`src/rtl/stream_demux.sv`:
```
// Registered 1-to-CHANNELS stream demultiplexer with valid/ready on every side.
// Optional broadcast path enabled by defining DEMUX_BCAST_EN.
module stream_demux #(
  parameter int WIDTH = 16,
  parameter int CHANNELS = 4,
  localparam int SEL_W = (CHANNELS > 2) ? $clog2(CHANNELS) : 1
) (
  input  logic                      clk,
  input  logic                      rst,
  input  logic [WIDTH-1:0]          in_data,
  input  logic [SEL_W-1:0]          in_sel,
  input  logic                      in_valid,
  output logic                      in_ready,
  input  logic                      bcast,
  output logic [CHANNELS*WIDTH-1:0] out_data,
  output logic [CHANNELS-1:0]       out_valid,
  input  logic [CHANNELS-1:0]       out_ready,
  output logic                      sel_err
);

  logic [CHANNELS-1:0]       out_valid_q, out_valid_d;
  logic [CHANNELS*WIDTH-1:0] out_data_q, out_data_d;
  logic                      sel_err_q, sel_err_d;

  logic [CHANNELS-1:0] slot_free;
  logic [CHANNELS-1:0] sel_hit;
  logic                sel_ok;
  logic                sel_free;
  logic                bcast_req;
  logic                xfer;

`ifdef DEMUX_BCAST_EN
  assign bcast_req = bcast;
`else
  logic unused_bcast;
  assign unused_bcast = bcast;
  assign bcast_req    = 1'b0;
`endif

  // A slot can take a word when empty or when its current word leaves this cycle.
  always_comb begin
    sel_hit = '0;
    for (int k = 0; k < CHANNELS; k++) begin
      sel_hit[k] = (int'(in_sel) == k);
    end
    slot_free = ~out_valid_q | out_ready;
    sel_ok    = |sel_hit;
    sel_free  = |(slot_free & sel_hit);
  end

  // Out-of-range selects are always accepted so they can be dropped and flagged.
  always_comb begin
    in_ready = 1'b0;
    if (!rst) begin
      if (bcast_req) begin
        in_ready = &slot_free;
      end else if (sel_ok) begin
        in_ready = sel_free;
      end else begin
        in_ready = 1'b1;
      end
    end
  end

  assign xfer = in_valid & in_ready;

  always_comb begin
    out_valid_d = out_valid_q & ~out_ready;
    out_data_d  = out_data_q;
    sel_err_d   = sel_err_q;
    if (xfer) begin
      if (bcast_req) begin
        out_valid_d = '1;
        for (int k = 0; k < CHANNELS; k++) begin
          out_data_d[k*WIDTH +: WIDTH] = in_data;
        end
      end else if (!sel_ok) begin
        sel_err_d = 1'b1;
      end else begin
        for (int k = 0; k < CHANNELS; k++) begin
          if (sel_hit[k]) begin
            out_valid_d[k]               = 1'b1;
            out_data_d[k*WIDTH +: WIDTH] = in_data;
          end
        end
      end
    end
  end

  always_ff @(posedge clk) begin
    if (rst) begin
      out_valid_q <= '0;
      out_data_q  <= '0;
      sel_err_q   <= 1'b0;
    end else begin
      out_valid_q <= out_valid_d;
      out_data_q  <= out_data_d;
      sel_err_q   <= sel_err_d;
    end
  end

  assign out_valid = out_valid_q;
  assign out_data  = out_data_q;
  assign sel_err   = sel_err_q;

endmodule

```
`config.mk`:
```
export PLATFORM = sky130hd
export DESIGN_NAME = stream_demux
export DESIGN_NICKNAME = d
export VERILOG_FILES = /design/src/rtl/stream_demux.sv
export SDC_FILE = /design/constraint.sdc
export NUM_CORES = 1
export LEC_CHECK = 0
export ABC_AREA = 1
export CAP_MARGIN = 25
export CORE_AREA = 2 2 92 94
export DETAILED_ROUTE_END_ITERATION = 10
export DIE_AREA = 0 0 94 96
export GPL_TIMING_DRIVEN = 0
export PLACE_DENSITY_LB_ADDON = 0.1
export RECOVER_POWER = 100
export REMOVE_ABC_BUFFERS = 1
export SYNTH_ARGS = -nofsm -noshare
export SYNTH_HDL_FRONTEND = slang
export SYNTH_SLANG_ARGS = --single-unit
```
`constraint.sdc`:
```
create_clock -name clk -period 2.8 [get_ports clk]
set_input_delay 0.56 -clock clk [delete_from_list [all_inputs] [get_ports clk]]
set_output_delay 0.56 -clock clk [all_outputs]
set_load 0.005 [all_outputs]
```
---- Yosys cells after proc, flatten, opt, wreduce, memory -nomap -nowiden ----
Index checks and enable logic that the tools add are counted.
operators by class
  eq/ne operators ......................... 3
  mux-type cells .......................... 8
  bitwise operators ....................... 7
  reduce and logical (&&, ||, !) cells .... 8
operators with widths
  kind                                                 number
  AND reduction 3 bit                                  4
  bitwise AND 4 bit                                    2
  2-to-1 mux 4 bit                                     2
  NOT 4 bit                                            2
  OR reduction 4 bit                                   2
  2-to-1 mux 1 bit                                     6
  equality test 2 bit, second input constant           2
  OR 4 bit                                             1
  equality test 2 x 1 -> 1 bit, second input constant  1
  zero test 2 bit                                      1
  AND reduction 2 bit                                  1
  bitwise AND 1 bit                                    1
  NOT 1 bit                                            1
storage, ports and cells
  flip-flop bits (word level) ............. 69
  input bits .............................. 26
  output and inout port bits .............. 70
  word-level logic and storage cells ...... 32

---- Logic depth before layout (Yosys ltp) ----
Gate-level depths: netlist (run 1).
  depth after elaboration ................. 8
  mapped depth ............................ 11
  gate-level depth less buffers ........... 10

---- Least setup slack after synthesis (run 1) ----
OpenSTA, ideal clock, no wires.
  path type ............................... input -> output
  start ................................... input in_sel[0]
  end ..................................... output in_ready
  arrival time ............................ 1329 ps
  required time ........................... 2240 ps
  path slack .............................. 911 ps
  stages on the path ...................... 7
  buffers on the path ..................... 1
  cells stage by stage .................... inv_1 -> nor2_2 -> nand2_1 -> nand2_1 -> nor2_1 -> nor2_2 -> buf_2
between the ends
  longest elaborated chain between the ends .. 5
  elaborated cells on any way between the ends .. 9
  classes of those cells .................. eq/ne: 3; mux: 2; bitwise: 1; reduce/logical: 3
ends and longest elaborated chain
  element                                            line  RTL
  start, declared                                    11    input logic [SEL_W-1:0] in_sel,
  equality test 2 bit, or another cell as far along  44    sel_hit[k] = (int'(in_sel) == k);
  bitwise AND 4 bit                                  48    sel_free = |(slot_free & sel_hit);
  OR reduction 4 bit                                 48
  2-to-1 mux 1 bit (*)                               57    end else if (sel_ok) begin
  2-to-1 mux 1 bit (*)                               54    if (!rst) begin
  end, declared                                      13    output logic in_ready,
Every way passes the cells marked *; elsewhere a longest branch is shown, timed or not.

---- Worst setup path after layout (run 1) ----
  start ................................... input out_ready[1]
  end ..................................... output in_ready
between the ends
  longest elaborated chain between the ends .. 5
ends and longest elaborated chain
  element             line  RTL
  start, declared     17    input logic [CHANNELS-1:0] out_ready,
  OR 4 bit            46    slot_free = ~out_valid_q | out_ready;
  bitwise AND 4 bit   48
  OR reduction 4 bit  48
  2-to-1 mux 1 bit    57
  2-to-1 mux 1 bit    54
No other way between the ends.

==> results of run 1 <==
-- routing by layer --
| metal | routed length, um | global-route usage |
|---|---|---|
| met1 | 4140 | 0.291 |
| met2 | 4310 | 0.340 |
| met3 | 671 | 0.0470 |
| met4 | 74 | 0.0519 |
| met5 | 0 | 0 |
-- worst max-delay path, cell delays in order --
cell and delay, ns:
clkdlybuf4s50_1 0.46, inv_1 0.04, nand2_1 0.07, nand2_1 0.06, nand2_1 0.11, nor2_1 0.10
nor2_4 0.15, clkdlybuf4s50_1 0.52
-- flip-flops by register name, summed over array words and instances, names as in the netlist --
| signal | flops |
|---|---|
| sel_err | 1 |
| out_data | 64 |
| out_valid | 4 |
-- placed cells by master, fill, tap and decap left out --
master / n
nor2_1: 66
a21oi_1: 4
buf_12: 3
dfxtp_1: 69
nor2_2: 1
inv_1: 151
inv_2: 3
buf_4: 4
clkbuf_8: 13
buf_2: 1
nand2_1: 120
clkinv_2: 1
clkbuf_2: 2
inv_6: 1
clkdlybuf4s50_1: 21
nand2_8: 1
nand4_1: 64
nand4_4: 4
nand2_2: 19
nor2_4: 4
dlygate4sd3_1: 70
-- kinds of logic (layout without fill, tap and decap cells) --
kind of cell	count (synthesis)	in the layout	share of synthesized area
simple gates	278	279	0.391
flops	69	69	0.388
compound gates	4	4	0.00562
buf+inv	185	270	0.216
-- synthesized netlist by cell type, drive strengths merged --
master	number	area share
nor2	70	0.077
dfxtp	69	0.39
nand4	68	0.14
a21oi	4	0.0056
nand2	140	0.18
inv	155	0.16
buf	19	0.041
clkbuf	11	0.012
-- repair_timing --
action                                  4_1_cts  5_1_grt
endpoints found under the setup margin       47        1
setup buffers                                 4        0
gates cloned                                  1        0
resized for setup                             6        5
pin swaps                                     4        0
-- worst paths after layout --
kind	from	end	slack, ns	cells past startpoint
max	out_ready[1]	in_ready	0.17	8
min reg2reg	sel_err	sel_err	0.43	2
min	sel_err	sel_err	0.43	2
max reg2reg	out_valid[0]	out_data[6]	1.18	10
-- cell type report --
cell class                      count  area, sq um  area share
Multi-Input combinational cell    283         1390       0.297
Clock inverter                      1         5.00     0.00107
Sequential cell                    69         1380       0.294
Tap cell                          105          131      0.0280
Timing Repair Buffer              101         1020       0.216
Clock buffer                       13          179      0.0381
Inverter                          155          587       0.125
-- stage by stage --
step / area, sq um / hold WS (ns)
after floorplan: 3370 / 0.420
after global placement: 4450 / 0.410
after detailed placement: 4510 / 0.420
after CTS: 4740 / 0.431
after global routing: 4690 / 0.465
final: 4690 / 0.426
-- power by group --
| group | internal, mW | total, mW | switching, mW |
|---|---|---|---|
| combinational | 0.136 | 0.333 | 0.197 |
| clock | 0.408 | 0.760 | 0.352 |
| sequential | 1.01 | 1.02 | 0.0141 |
| total | 1.55 | 2.12 | 0.563 |
==> results.md, run 1 <==
* Starting Density at 0.442
* Total power at 2.12 mW
* Crit path max fanout at 2
* Vias in the first global route at 3000
* Post-layout minimum cycle time at 2.63 ns
* Die X at 94 um
* Gr ovfl total at 0
* Non-Filler Instances at 727
* Share of post-route cells with drive strength above 1 at 0.0916
* Core Rows at 33
* Final setup viols at 0
* Hold WC Path Type: flip-flop to flip-flop
* Worst-skew pair later-pin latency at 0.34 ns
* Util after Layout at 0.583
* Final HPWL DP at 5.84 mm
* PwrDens at 451 nW/um^2
* DIE AREA at 9020 sq um
* Port Buf Inserts at 94
* First-pass GRT wire length at 14.9 mm
* Leak at 2.40 nW
* Core area at 8050 sq um
* Setup_tns at 0 ns
* Die Ht at 96 um
* Yosys warnings at 0
* Maximum VDD drop at 0.279 mV
* Initial antenna violation count at 0
* WS Path Type: input pin to primary output
* Fmax at 0.381 GHz
* # IOs at 96
* Yosys cell types at 16
* Pin count of the biggest net entering global routing at 47
* DRT antenna net count at 0
* Run status: finished, final reports clean
* Fill count at 816
* Starting DRT DRC Count at 231
* Worst Path Required at 2.24 ns
* NumNets Final at 645
* FF+latch count, synth at 69
* CTS H-tree depth at 3
* Post-route DRC at 0
* Clock tree root driver cell: clkbuf_8
* Max-Cap Viols at 0
* Post-Syn Area at 3560 sq um
* Vias per Instance at 4.56
* Syn_area_per_cell at 6.64 sq um
* Wire per inst at 12.6 um
* Vias at 3316
* Worst setup SP type: input pin
* Routed WL at 9.19 mm
* Diode count at 0
* Final hold vios at 0
* DP Worst Slack at -0.949 ns
* Num CTS Buffers at 9
* Crit path DAT at 2.07 ns
* Worst Clk Skew at 0.0104 ns
* CTS sink count at 69
* Worst-Margin Slew at 0.656 ns
* Worst setup margin at 0.174 ns
* Synth Instances at 536
* GP Congestion at 0.769
* Drt first pass iters at 5
* Clock-pin slew on the worst setup and hold paths at 0.08 ns
* Fin crit share at 0.938
* Pins Over Slew Limit at 0
* RSZ-0062 raised after global routing: no
* Worst setup EP type: primary output
* Total GRT Usage at 0.212
* CTS Hold Bufs at 0
* Seq/Total Area, Yosys at 0.388
* Synth-to-Final Area Change at 31.8%
* CTS tree: yes
* Clock buffer depth at 2
* Max-slew headroom at 0.562
* Dpl cells at 708
(Power assumes the default switching activity.)
==> run 2: changes to the inputs <==
REMOVE_ABC_BUFFERS = not set   (was 1)
==> results.md, run 2 (synthesized netlist as in run 1, its figures left out) <==
* Die Ht at 96 um
* Fin crit share at 0.958
* Setup_tns at 0 ns
* Run status: finished, final reports clean
* CP max stage delay at 0.51 ns
* Worst-skew pair later-pin latency at 0.35 ns
* Crit path DAT at 2.12 ns
* Worst setup EP type: primary output
* Core area at 8050 sq um
* RSZ-0062 raised after global routing: no
* Clock tree root driver cell: clkbuf_8
* Worst path bufs/invs at 4
* Worst-Margin Slew at 0.498 ns
* CP delay by family, top: buffers and inverters
* Most common cell after layout, fill and taps aside: inv_1
* Commonest cells after routing, fill and taps aside: inv_1 (152), nand2_1 (103), dlygate4sd3_1 (70), dfxtp_1 (69), nand4_1 (67)
* Starting DRT DRC Count at 238
* CTS Hold Bufs at 0
* CP most frequent cell: nand2_1
* Clock-pin slew on the worst setup and hold paths at 0.08 ns
* Worst setup margin at 0.117 ns
* Routed WL at 9.60 mm
* # IOs at 96
* Post-layout minimum cycle time at 2.68 ns
* DP Area at 4620 sq um
* Fill count at 779
* Mapped Nets at 562
* Worst path slowest cell: clkdlybuf4s50_1
* Diode count at 0
* Worst setup SP type: input pin
* Max-slew headroom at 0.668
* Vias in the first global route at 3122
* Final Instance Area at 4820 sq um
* Num CTS Buffers at 9
* Worst Clk Skew at 0.00648 ns
* Die X at 94 um
* CTS H-tree depth at 3
* Starting Density at 0.442
* Wire per inst at 12.7 um
* Crit path max fanout at 5
* Port Buf Inserts at 93
* Share of post-route cells with drive strength above 1 at 0.120
* Final HPWL DP at 6.96 mm
* Clock buffer depth at 2
* Vias at 3445
* DP Worst Slack at -0.405 ns
* Gr ovfl total at 0
* DIE AREA at 9020 sq um
* Pins Over Slew Limit at 0
* Final setup viols at 0
* Worst Path Required at 2.24 ns
* Leak at 2.45 nW
* Core Rows at 33
* NumNets Final at 671
* Max-Cap Viols at 0
* Synth-to-Final Area Change at 35.5%
* Drt first pass iters at 5
* Fmax at 0.373 GHz
* Pin count of the biggest net entering global routing at 12
* Util after Layout at 0.599
* WHS at 0.423 ns
* Vias per Instance at 4.56
* Hold WC Path Type: flip-flop to flip-flop
* WS Path Type: input pin to primary output
* First-pass GRT wire length at 15.2 mm
* Total GRT Usage at 0.221
* CTS tree: yes
* PwrDens at 454 nW/um^2
* GP Congestion at 0.919
* Max reg flops at 64
* Initial antenna violation count at 0
* Post-route DRC at 0
* Final hold vios at 0
* DRT antenna net count at 0
* CTS sink count at 69
* Maximum VDD drop at 0.220 mV
* Worst-path cell chain: clkdlybuf4s50_1 > inv_1 > nand2_1 > nand2_1 > nand2_1 > nor2_1 > nor2_2 > buf_6 > clkdlybuf4s50_1
==> run 2: changes by cell type in the layout (fill, tap and decap cells not counted), sizes merged <==
| cell | before | now |
|---|---|---|
| clkbuf | 15 | 30 |
| buf | 8 | 18 |
| bufinv | 0 | 1 |
| clkdlybuf4s15 | 0 | 1 |
| clkinv | 1 | 2 |
| clkinvlp | 0 | 1 |
| nor2 | 71 | 70 |
==> run 2: worst paths after layout <==
check,cells after the start,start,endpoint,slack (ns)
setup / recovery,9,out_ready[0],in_ready,0.12
hold / removal,2,sel_err,sel_err,0.42
setup reg to reg,10,out_valid[3],out_data[12],1.19
hold reg to reg,2,sel_err,sel_err,0.42
==> run 2: worst register-to-register path, delay by kind of cell (launching register included) <==
kind	cells	cell delay, ns
DFF	1	0.32
and+or+nand+nor	7	0.82
buffers and inverters	3	0.41
==> run 2: repair_timing <==
item                                    4_1_cts  5_1_grt
pin swaps                                     3        0
gates resized for setup                       8        4
endpoints found under the setup margin        1        1
endpoints found under the hold margin         0        0
buffers inserted                              3        2
==> run 2: layer usage <==
| layer | up-vias | global-route usage | share of wire |
|---|---|---|---|
| li1 | 1792 | - | - |
| met1 | 1522 | 0.291 | 0.45 |
| met2 | 112 | 0.362 | 0.47 |
| met3 | 19 | 0.0305 | 0.053 |
| met4 | 0 | 0.0966 | 0.028 |
| met5 | - | 0 | 0 |
==> run 2: metrics by stage <==
stage | power, mW | std cells
global placement | 1.39 | 734
global route | 2.28 | 755
CTS | 2.21 | 753
detailed placement | 1.40 | 734
floorplan | 1.25 | 536
finish | 2.19 | 755
==> run 2: where the power goes <==
part | leakage, nW | internal, mW | switching, mW | total, mW
clock | 0.0964 | 0.434 | 0.385 | 0.819
sequential | 0.559 | 1.01 | 0.0139 | 1.02
combinational | 1.79 | 0.149 | 0.199 | 0.348
==> run 2: final cells by class <==
class	count	area, sq um	share of cell area
clock buffers	12	145	0.0301
well taps	105	131	0.0272
multi-input cells	282	1380	0.286
flip-flops and latches	69	1380	0.286
plain buffers	30	193	0.0399
inverters	155	582	0.121
repair buffers	98	965	0.200
clock inverters	4	47.5	0.00985
==> run 3: changes to the inputs <==
PLACE_DENSITY = 0.83   (was not set)
PLACE_DENSITY_LB_ADDON = not set   (was 0.1)
==> results.md, run 3 (synthesized netlist as in run 1, its figures left out) <==
* Max reg flops at 64
* Crit path max fanout at 10
* DP Worst Slack at -0.423 ns
* DIE AREA at 9020 sq um
* Final HPWL DP at 7.01 mm
* Core area at 8050 sq um
* R2R cell count at 10
* Most common cell after layout, fill and taps aside: inv_1
* Area taken by multi-input logic gates at 1370 sq um
* CTS H-tree depth at 3
* Commonest cells after routing, fill and taps aside: inv_1 (152), nand2_1 (103), dlygate4sd3_1 (70), dfxtp_1 (69), nand4_1 (68)
* Min-Delay Path Depth at 2
* CTS Hold Bufs at 0
* Clock tree root driver cell: clkbuf_8
* Pin count of the biggest net entering global routing at 12
* Pins Over Slew Limit at 0
* Worst Clk Skew at 0.0121 ns
* Vias per Instance at 4.73
* Hold WC Path Type: flip-flop to flip-flop
* Final hold vios at 0
* CTS sink count at 69
* Post-route DRC at 0
* # IOs at 96
* Mapped Nets at 562
* Num CTS Buffers at 9
* Routed WL at 9.77 mm
* GP Congestion at 0.898
* Run status: finished, final reports clean
* Starting DRT DRC Count at 290
* Worst setup SP type: input pin
* Worst-Margin Slew at 0.499 ns
* Maximum VDD drop at 0.217 mV
* Final Instance Area at 4820 sq um
* Wire per inst at 13.0 um
* Die X at 94 um
* Worst-skew pair later-pin latency at 0.36 ns
* Drt first pass iters at 5
* Share of post-route cells with drive strength above 1 at 0.117
* Total GRT Usage at 0.224
* Worst Path Required at 2.24 ns
* Dpl cells at 734
* Vias at 3565
* Vias in the first global route at 3204
* Port Buf Inserts at 93
* PwrDens at 476 nW/um^2
* Fin crit share at 0.895
* Worst setup EP type: primary output
* Post-layout minimum cycle time at 2.51 ns
* Core Rows at 33
* Util after Layout at 0.599
* Non-Filler Instances at 754
* DP Area at 4620 sq um
* Worst setup margin at 0.294 ns
* WHS at 0.436 ns
* Synth-to-Final Area Change at 35.5%
* Total power at 2.30 mW
* WS Path Type: input pin to primary output
* NumNets Final at 669
* DRT antenna net count at 0
* Register Area at 1380 sq um
* Fill count at 728
* RSZ-0062 raised after global routing: no
* Clock buffer depth at 2
* Die Ht at 96 um
* Max-slew headroom at 0.666
* Clock-pin slew on the worst setup and hold paths at 0.07 ns
* Fmax at 0.399 GHz
* Leak at 2.45 nW
* Gr ovfl total at 0
* Max-Cap Viols at 0
* Setup_tns at 0 ns
* Starting Density at 0.442
* Initial antenna violation count at 1
* CTS tree: yes
* Final setup viols at 0
* First-pass GRT wire length at 15.3 mm
* Crit path DAT at 1.95 ns
-- run 3: cell count changes in the layout (fill, tap and decap cells not counted) --
cell,previous run,this run
buf_4,6,4
bufinv_16,1,2
clkbuf_1,19,18
clkbuf_2,1,2
clkbuf_8,10,11
clkdlybuf4s15_2,1,0
clkdlybuf4s25_1,0,1
clkdlybuf4s50_1,21,20
clkinvlp_4,1,0
diode_2,0,1
nand4_1,67,68
nand4_4,1,0
-- run 3: path summary, 6_finish.rpt --
check | start | endpoint | slack (ns)
worst max register to register | out_valid[0] | out_data[42] | 1.11
worst min-delay path | sel_err | sel_err | 0.44
worst min register to register | sel_err | sel_err | 0.44
worst max-delay path | out_ready[0] | in_ready | 0.29
-- run 3: critical path, cell delays in order --
cell	delay (ns)
clkdlybuf4s50_1	0.45
inv_1	0.04
nand2_1	0.09
nand2_1	0.07
nand2_1	0.10
nor2_1	0.06
nor2_2	0.11
buf_6	0.15
clkdlybuf4s25_1	0.30
-- run 3: routing by layer --
metal  global-route usage  routed length [um]
met5                    0                   0
met4               0.0954                 216
met3               0.0517                 874
met2                0.370                4610
met1                0.282                4070
-- run 3: cell type report --
| class | count | share of cell area |
|---|---|---|
| Antenna cell | 1 | 0.000519 |
| Clock buffer | 12 | 0.0322 |
| Multi-Input combinational cell | 282 | 0.283 |
| Inverter | 155 | 0.121 |
| Timing Repair Buffer | 96 | 0.196 |
| Sequential cell | 69 | 0.286 |
| Clock inverter | 4 | 0.0145 |
| Buffer | 30 | 0.0399 |
| Tap cell | 105 | 0.0272 |
-- run 3: what timing repair did --
item                                    CTS  global route
setup buffers                             3             0
pin swaps                                 3             0
cloned                                    0             0
endpoints found under the setup margin    1             1
resized for setup                         8             4
-- run 3: power by group --
group | leakage (nW) | internal, mW | switching, mW
combinational | 1.78 | 0.145 | 0.198
sequential | 0.559 | 1.01 | 0.0141
clock | 0.116 | 0.548 | 0.382
total | 2.45 | 1.70 | 0.594
